`src/rtl/cp0_unit.sv`:
```
// Coprocessor-0 for the Minisys-1A CPU. It holds Count/Compare/Status/Cause/EPC,
// takes exceptions and interrupts, and issues a one-cycle PC redirect to fetch.
module cp0_unit #(
   parameter int          NUM_HW_INT = 5,
   parameter logic [31:0] EXC_VECTOR = 32'h0000F000,
   parameter int          COUNT_DIV  = 2
) (
   input  logic                  clock,
   input  logic                  reset,
   input  logic [31:0]           pc,
   input  logic                  exc_req,
   input  logic [4:0]            exc_code,
   input  logic [NUM_HW_INT-1:0] int_in,
   input  logic                  mfc0,
   input  logic                  mtc0,
   input  logic                  eret,
   input  logic [4:0]            reg_addr,
   input  logic [31:0]           wdata,
   output logic [31:0]           rdata,
   output logic                  int_take,
   output logic                  redirect,
   output logic [31:0]           redirect_pc,
   output logic                  status_ie,
   output logic [1:0]            status_ksu,
   output logic                  timer_irq
);

   localparam int             PW      = (COUNT_DIV > 1) ? $clog2(COUNT_DIV) : 1;
   localparam logic [PW-1:0]  PS_LAST = PW'(COUNT_DIV - 1);

   localparam logic [4:0] A_COUNT   = 5'd9;
   localparam logic [4:0] A_COMPARE = 5'd11;
   localparam logic [4:0] A_STATUS  = 5'd12;
   localparam logic [4:0] A_CAUSE   = 5'd13;
   localparam logic [4:0] A_EPC     = 5'd14;

   logic [31:0]           r_count;
   logic [31:0]           r_compare;
   logic [PW-1:0]         r_prescaler;
   logic                  r_ie;
   logic                  r_exl;
   logic [1:0]            r_ksu;
   logic [7:0]            r_im;
   logic [4:0]            r_exc_code;
   logic [1:0]            r_ip_sw;
   logic [NUM_HW_INT-1:0] r_ip_hw;
   logic [31:0]           r_epc;
   logic                  r_shadow_ie;
   logic [1:0]            r_shadow_ksu;
   logic                  r_redirect;
   logic [31:0]           r_redirect_pc;
   logic                  r_timer_irq;

   logic [7:0]  w_ip;
   logic        w_int_take;
   logic        w_entry;
   logic        w_eret;
   logic        w_wr;
   logic        w_wr_count;
   logic        w_wr_compare;
   logic        w_tick;
   logic [31:0] w_count_inc;
   logic [31:0] w_status;
   logic [31:0] w_cause;
   logic [31:0] w_rd;

   // Cause.IP: [1:0] software, [2+i] hardware lines, [7] timer; the rest read as 0.
   always_comb begin
      // NOTE: every always_comb target gets a default first so no latch is inferred.
      w_ip      = '0;
      w_ip[1:0] = r_ip_sw;
      for (int i = 0; i < NUM_HW_INT; i++) w_ip[2+i] = r_ip_hw[i];
      w_ip[7]   = r_timer_irq;
   end

   assign w_int_take   = r_ie & ~r_exl & |(w_ip & r_im);
   assign w_entry      = exc_req | w_int_take;
   assign w_eret       = eret & ~w_entry;
   assign w_wr         = mtc0 & ~w_entry & ~w_eret;
   assign w_wr_count   = w_wr && (reg_addr == A_COUNT);
   assign w_wr_compare = w_wr && (reg_addr == A_COMPARE);
   assign w_tick       = (r_prescaler == PS_LAST);
   assign w_count_inc  = r_count + 32'd1;

   assign w_status = {16'h0, r_im, 3'b000, r_ksu, 1'b0, r_exl, r_ie};
   assign w_cause  = {16'h0, w_ip, 1'b0, r_exc_code, 2'b00};

   always_comb begin
      w_rd = '0;
      case (reg_addr)
         A_COUNT:   w_rd = r_count;
         A_COMPARE: w_rd = r_compare;
         A_STATUS:  w_rd = w_status;
         A_CAUSE:   w_rd = w_cause;
         A_EPC:     w_rd = r_epc;
         default:   w_rd = '0;
      endcase
   end

   // NOTE: sequential state uses non-blocking assignments so every read sees pre-edge values.
   always_ff @(posedge clock) begin
      if (!reset) begin
         r_count       <= '0;
         r_compare     <= 32'hFFFF_FFFF;
         r_prescaler   <= '0;
         r_ie          <= 1'b0;
         r_exl         <= 1'b0;
         r_ksu         <= '0;
         r_im          <= '0;
         r_exc_code    <= '0;
         r_ip_sw       <= '0;
         r_ip_hw       <= '0;
         r_epc         <= '0;
         r_shadow_ie   <= 1'b0;
         r_shadow_ksu  <= '0;
         r_redirect    <= 1'b0;
         r_redirect_pc <= '0;
         r_timer_irq   <= 1'b0;
      end else begin
         r_ip_hw <= int_in;

         // A Count write reloads and restarts the prescaler, overriding the tick.
         if (w_wr_count) begin
            r_count     <= wdata;
            r_prescaler <= '0;
         end else if (w_tick) begin
            r_count     <= w_count_inc;
            r_prescaler <= '0;
         end else begin
            r_prescaler <= r_prescaler + PW'(1);
         end

         if (w_wr_compare) begin
            r_compare   <= wdata;
            r_timer_irq <= 1'b0;
         end else if (!w_wr_count && w_tick && (w_count_inc == r_compare)) begin
            r_timer_irq <= 1'b1;
         end

         r_redirect <= w_entry | w_eret;

         if (w_entry) begin
            // A nested entry keeps the EPC and shadow of the outer one.
            if (!r_exl) begin
               r_epc        <= pc;
               r_shadow_ie  <= r_ie;
               r_shadow_ksu <= r_ksu;
            end
            r_exc_code    <= exc_req ? exc_code : 5'd0;
            r_ie          <= 1'b0;
            r_ksu         <= '0;
            r_exl         <= 1'b1;
            r_redirect_pc <= EXC_VECTOR;
         end else if (w_eret) begin
            r_ie          <= r_shadow_ie;
            r_ksu         <= r_shadow_ksu;
            r_exl         <= 1'b0;
            r_redirect_pc <= r_epc;
         end else if (w_wr) begin
            case (reg_addr)
               A_STATUS: begin
                  r_ie  <= wdata[0];
                  r_exl <= wdata[1];
                  r_ksu <= wdata[4:3];
                  r_im  <= wdata[15:8];
               end
               A_CAUSE: r_ip_sw <= wdata[9:8];
               A_EPC:   r_epc   <= wdata;
               default: ;
            endcase
         end
      end
   end

   assign rdata       = mfc0 ? w_rd : 32'h0;
   assign int_take    = w_int_take;
   assign redirect    = r_redirect;
   assign redirect_pc = r_redirect_pc;
   assign status_ie   = r_ie;
   assign status_ksu  = r_ksu;
   assign timer_irq   = r_timer_irq;

endmodule

```
`config.mk`:
```
export PLATFORM = sky130hd
export DESIGN_NAME = cp0_unit
export DESIGN_NICKNAME = d
export VERILOG_FILES = /design/src/rtl/cp0_unit.sv
export SDC_FILE = /design/constraint.sdc
export NUM_CORES = 1
export LEC_CHECK = 0
export CAP_MARGIN = 0
export CORE_MARGIN = 1
export CORE_UTILIZATION = 34
export CTS_BUF_LIST = sky130_fd_sc_hd__clkbuf_4
export CTS_CLUSTER_SIZE = 30
export DETAILED_ROUTE_END_ITERATION = 8
export PLACE_DENSITY = 0.65
export SLEW_MARGIN = 20
export SYNTH_ARGS = -nofsm -noshare
export SYNTH_HDL_FRONTEND = slang
export SYNTH_SLANG_ARGS = --single-unit
```
`constraint.sdc`:
```
create_clock -name clock -period 3.1 [get_ports clock]
set_input_delay 0.62 -clock clock [delete_from_list [all_inputs] [get_ports clock]]
set_output_delay 0.62 -clock clock [all_outputs]
set_load 0.01 [all_outputs]
```
# After elaboration in Yosys (flattened, before gate mapping)
# Index checks and enable logic that the tools add are counted.
# W data, S select, Z words.
dict set report word_totals {
  ff_bits 158
  latch_bits 0
  ram_bits 0
  mem_bits_ro 0
  inputBits 85
  output_inout_bits 70
  wordCells 84
  n_memories 0
}
dict set report classes {
  addsub 2
  n_mul 0
  div_mod_pow 0
  order_cmp 0
  n_eq_ne 8
  n_shift 0
  mux 22
  bitwise_logic 12
  n_reduce_logical 23
}
# operator n
set op_table {}
lappend op_table {{$mux W32} 8}
lappend op_table {{$pmux W32 S5} 1}
lappend op_table {{$add A32 B1 Y32 const B} 1}
lappend op_table {{$eq A32 B32 Y1} 1}
lappend op_table {{$mux W16} 2}
lappend op_table {{$eq A5 B4 Y1 const B} 5}
lappend op_table {{$reduce_and A4 Y1} 3}
lappend op_table {{$reduce_bool A2 Y1} 6}
lappend op_table {{$and A8 B8 Y8} 1}
lappend op_table {{$reduce_or A8 Y1} 1}
lappend op_table {{$mux W1} 7}
lappend op_table {{$mux W2} 3}
lappend op_table {{$reduce_and A2 Y1} 3}
lappend op_table {{$reduce_bool A3 Y1} 2}
lappend op_table {{$and A1 B1 Y1} 5}
lappend op_table {{$mux W5} 1}
lappend op_table {{$logic_and A1 B1 Y1} 4}
lappend op_table {{$ne A2 B2 Y1 const B} 2}
lappend op_table {{$not A1 Y1} 4}
lappend op_table {{$reduce_or A2 Y1} 2}
lappend op_table {{$reduce_or A3 Y1} 1}
lappend op_table {{$or A1 B1 Y1} 2}
lappend op_table {{$add A1 B1 Y1 const B} 1}
lappend op_table {{$logic_not A1 Y1} 1}

# Longest topological paths before layout
dict set report logic_depth {
  ltp_word 12
  depth_mapped 9
  mapped_depth_nobuf 8
}

# Worst setup path after synthesis
# No wires, ideal clock.
dict set report synth_timing {
  path_kind {input to output}
  start {input reg_addr[4]}
  end {output rdata[10]}
  arrival_ns 2.178
  t_required_ns 2.480
  path_slack_ns 0.302
  path_stages 6
  path_buffers 2
  cell_sequence {nand3b_1 -> nor3b_1 -> clkbuf_1 -> buf_1 -> nand2_1 -> a21oi_1}
}
dict set report synth_between {
  elab_chain_cells 3
  elab_cells_between_ends 7
  classes_between {eq/ne (5); mux (2)}
}
# element line
set synth_lines {}
lappend synth_lines {{start: declaration} 17} ;# input logic [4:0] reg_addr,
lappend synth_lines {{$eq A5 B4 Y1} 90} ;# case (reg_addr)
lappend synth_lines {{$pmux W32 S5 (*)} 90}
lappend synth_lines {{$mux W32 (*)} 175} ;# assign rdata = mfc0 ? w_rd : 32'h0;
lappend synth_lines {{end: declaration} 19} ;# output logic [31:0] rdata,
# Every way passes the cells marked *; elsewhere a longest branch is shown, timed or not.

# Worst setup path in the final report
dict set report layout_timing {
  start {input reg_addr[4]}
  end {output rdata[1]}
}
# The elaborated chain is that of the path after synthesis.

==> impl_metrics.json <==
{
  "io_pins": 155,
  "synth_area_per_cell_sq_um": 8.69,
  "drv_cap": 0,
  "clock_latency_ps": 590,
  "slew_headroom": 0.554,
  "antenna_found_initial": 1,
  "finalMaxSlewViolations": 0,
  "clk_pin_slew_ps": 150,
  "place.gp.congestion": 0.922,
  "drtIter0Drc": 775,
  "io_buffers": 154,
  "dieArea_sq_um": 26300,
  "cts_hold_buf": 0,
  "ys_seq_area_frac": 0.362,
  "cts_tree": "yes",
  "grtUsageTotal": 0.217,
  "path_max_fanout": 3,
  "first_pass_iters": 5,
  "worstPathArrival_ps": 2440,
  "synthToLayoutAreaGrowth_pct": 30.1,
  "synth.largest_area_cell": "dfxtp_1",
  "synth_common_cells": "171 x nand2_1, 158 x dfxtp_1, 78 x mux2i_1",
  "drive_gt1_frac": 0.168,
  "hpwl_um": 21500,
  "timing.fmax_mhz": 327,
  "grt_pass1_vias": 7808,
  "coreArea_sq_um": 25200,
  "synth_edf_count": 0,
  "globalRouteOverflowTotal": 0,
  "cts_buffers": 17,
  "endpoint": "rdata[1]",
  "power.leakage_nw": 5.10,
  "required_ps": 2480,
  "cts_buffer_depth": 2,
  "finalCritPeriodShare": 0.988,
  "tightest_slew_ps": 661,
  "drc": 0,
  "synth_xor_area_frac": 0.0651,
  "wirelength_um": 28600,
  "min_path_cells": 2,
  "finalCriticalPeriod_ps": 3060,
  "cp_slowest_cell": "clkdlybuf4s50_1",
  "cpMostUsedCell": "buf_4",
  "yosysUniqueCellTypes": 59,
  "synthCells": 1006,
  "synth.most_common_cell": "nand2_1",
  "ys.flop_type": "dfxtp_1",
  "synth_top_family_by_area": "simple AND/OR/NAND/NOR gates",
  "crit_chain": "clkdlybuf4s50_1 -> nand3b_1 -> buf_4 -> buf_4 -> buf_4 -> nor3_4 -> buf_6 -> a222oi_1 -> buf_4 -> nor2_4 -> buf_6",
  "muxShareOfSynthArea": 0.143,
  "die_height_um": 162,
  "vdd_ir_drop_max_uv": 186,
  "powerDensity_nw_per_um2": 354,
  "vias_per_cell": 5.36,
  "holdCritPathClass": "primary input to flop",
  "vias": 8117,
  "synth-adder-area-share": 0.00143,
  "syn_area_sq_um": 8740,
  "r2r_end": "timer_irq",
  "fin_util": 0.451,
  "critPathCaptureType": "output pin",
  "startpoint": "reg_addr[4]",
  "yosysWarnings": 0,
  "outcome": "finished clean",
  "finalHoldWorstSlack_ps": 426,
  "ant_nets": 0,
  "dp_cells": 1471,
  "grt_max_degree": 67,
  "finalClockSkew_ps": 27.8,
  "yosys_register_bits": 158,
  "pre_cts_slack_ps": -361,
  "yosysTopAreaCellShare": 0.362,
  "synthArstFlopShare": 0,
  "reg2reg_depth": 9,
  "setup_viol": 0,
  "synth_compound_area_frac": 0.157,
  "die_x_um": 162,
  "hold_viol_final": 0,
  "synth_area_leaders": "dfxtp_1 36%, mux2i_1 8.9%, o211a_1 7.4%, nand2_1 7.3%, mux2_2 5.4%",
  "start_util": 0.347,
  "start_kind": "primary input",
  "worstSetupPathType": "primary input to output pin",
  "cp_slowest_stage_delay_ps": 420,
  "wire_per_inst_um": 18.9,
  "stdcell_count": 1515,
  "yosys.area_share.simple": 0.229,
  "htreeDepth": 4,
  "synth_fp_nets": 1092,
  "grt_pass1_wl_um": 44300,
  "rows": 58,
  "clock-sinks": 158,
  "setup_ws_ps": 37.9,
  "reg2reg_from": "r_count[1]",
  "clockRootBuffer": "clkbuf_4",
  "r2r_slack_ps": 260,
  "layout.nets": 1257
}
==> kinds of logic after synthesis <==
kind of cell               Yosys count
xor gates and xnor gates            65
and+or+nand+nor                    402
adders and majority gates            1
DFF                                158
muxes                              120
AOI/OAI and AO/OA                  169
buffers and inverters               91
==> layout by cell type, fill, tap and decap left out, types with 35 or more instances in the layout <==
| cell | count |
|---|---|
| nand2_1 | 171 |
| mux2i_1 | 78 |
| o211a_1 | 65 |
| clkdlybuf4s50_1 | 117 |
| mux2_2 | 42 |
| nor2_1 | 43 |
| xnor2_1 | 35 |
| buf_4 | 64 |
| dfxtp_1 | 158 |
| nand3_1 | 60 |
==> layout make-up <==
type	count	area, sq um
fillers	2439	13800
repair buffers	228	2130
clock buffers	17	128
well taps	330	413
clock inverters	15	169
flip-flops and latches	158	3160
multi-input cells	757	5320
diodes	1	2.50
inverters	9	33.8
==> critical path: cells and delay by family <==
family | cells | cell delay, ps
AOI/OAI and AO/OA | 1 | 60
buffers and inverters | 7 | 1260
and+or+nand+nor | 3 | 490
==> how the worst min path moves through the flow <==
stage                               start             to
after global routing                reset  r_compare[20]
final                               reset  r_compare[20]
after detailed placement  r_shadow_ksu[0]  status_ksu[0]
after CTS                           reset  r_compare[20]
after global placement    r_shadow_ksu[0]  status_ksu[0]
after floorplan           r_shadow_ksu[0]  status_ksu[0]
==> routing by layer <==
| metal | global-route usage | part of all wire | up-vias | wire length (um) |
|---|---|---|---|---|
| met5 | 0 | 0 | - | 0 |
| met4 | 0.0720 | 0.023 | 0 | 663 |
| met3 | 0.0337 | 0.055 | 41 | 1580 |
| met2 | 0.324 | 0.44 | 233 | 12600 |
| met1 | 0.315 | 0.48 | 3924 | 13700 |
| li1 | - | - | 3919 | - |
==> state kept, by name (all words and copies together), names as in the netlist, 2 cells and up <==
name          flops
r_exc_code        5
r_shadow_ksu      2
redirect_pc      32
r_compare        32
status_ksu        2
r_ip_hw           5
r_epc            32
r_im              8
r_count          32
r_ip_sw           2
==> what timing repair did <==
item | 4_1_cts | 5_1_grt
gates resized for setup | 81 | 21
pin swaps | 3 | 3
setup buffers | 7 | 5
setup endpoints to repair | 32 | 18
hold endpoints to repair | 0 | 0
==> stage by stage <==
step | instance area (sq um) | TNS (ps) | total power (W)
5_1_grt | 11400 | -6.82 | 0.00418
6_report | 11400 | 0 | 0.00402
4_1_cts | 11300 | -6.42 | 0.00404
3_5_place_dp | 11000 | -7960 | 0.00275
3_3_place_gp | 11000 | -7710 | 0.00275
2_1_floorplan | 8740 | 0 | 0.00246
==> power breakdown <==
group,internal [W],leakage (nW),switching [W]
Sequential,0.00210,1.29,0.0000647
Combinational,0.000299,3.66,0.000269
Clock,0.000376,0.154,0.000914
Total,0.00277,5.10,0.00125
Power figures use the tool's default switching activity.
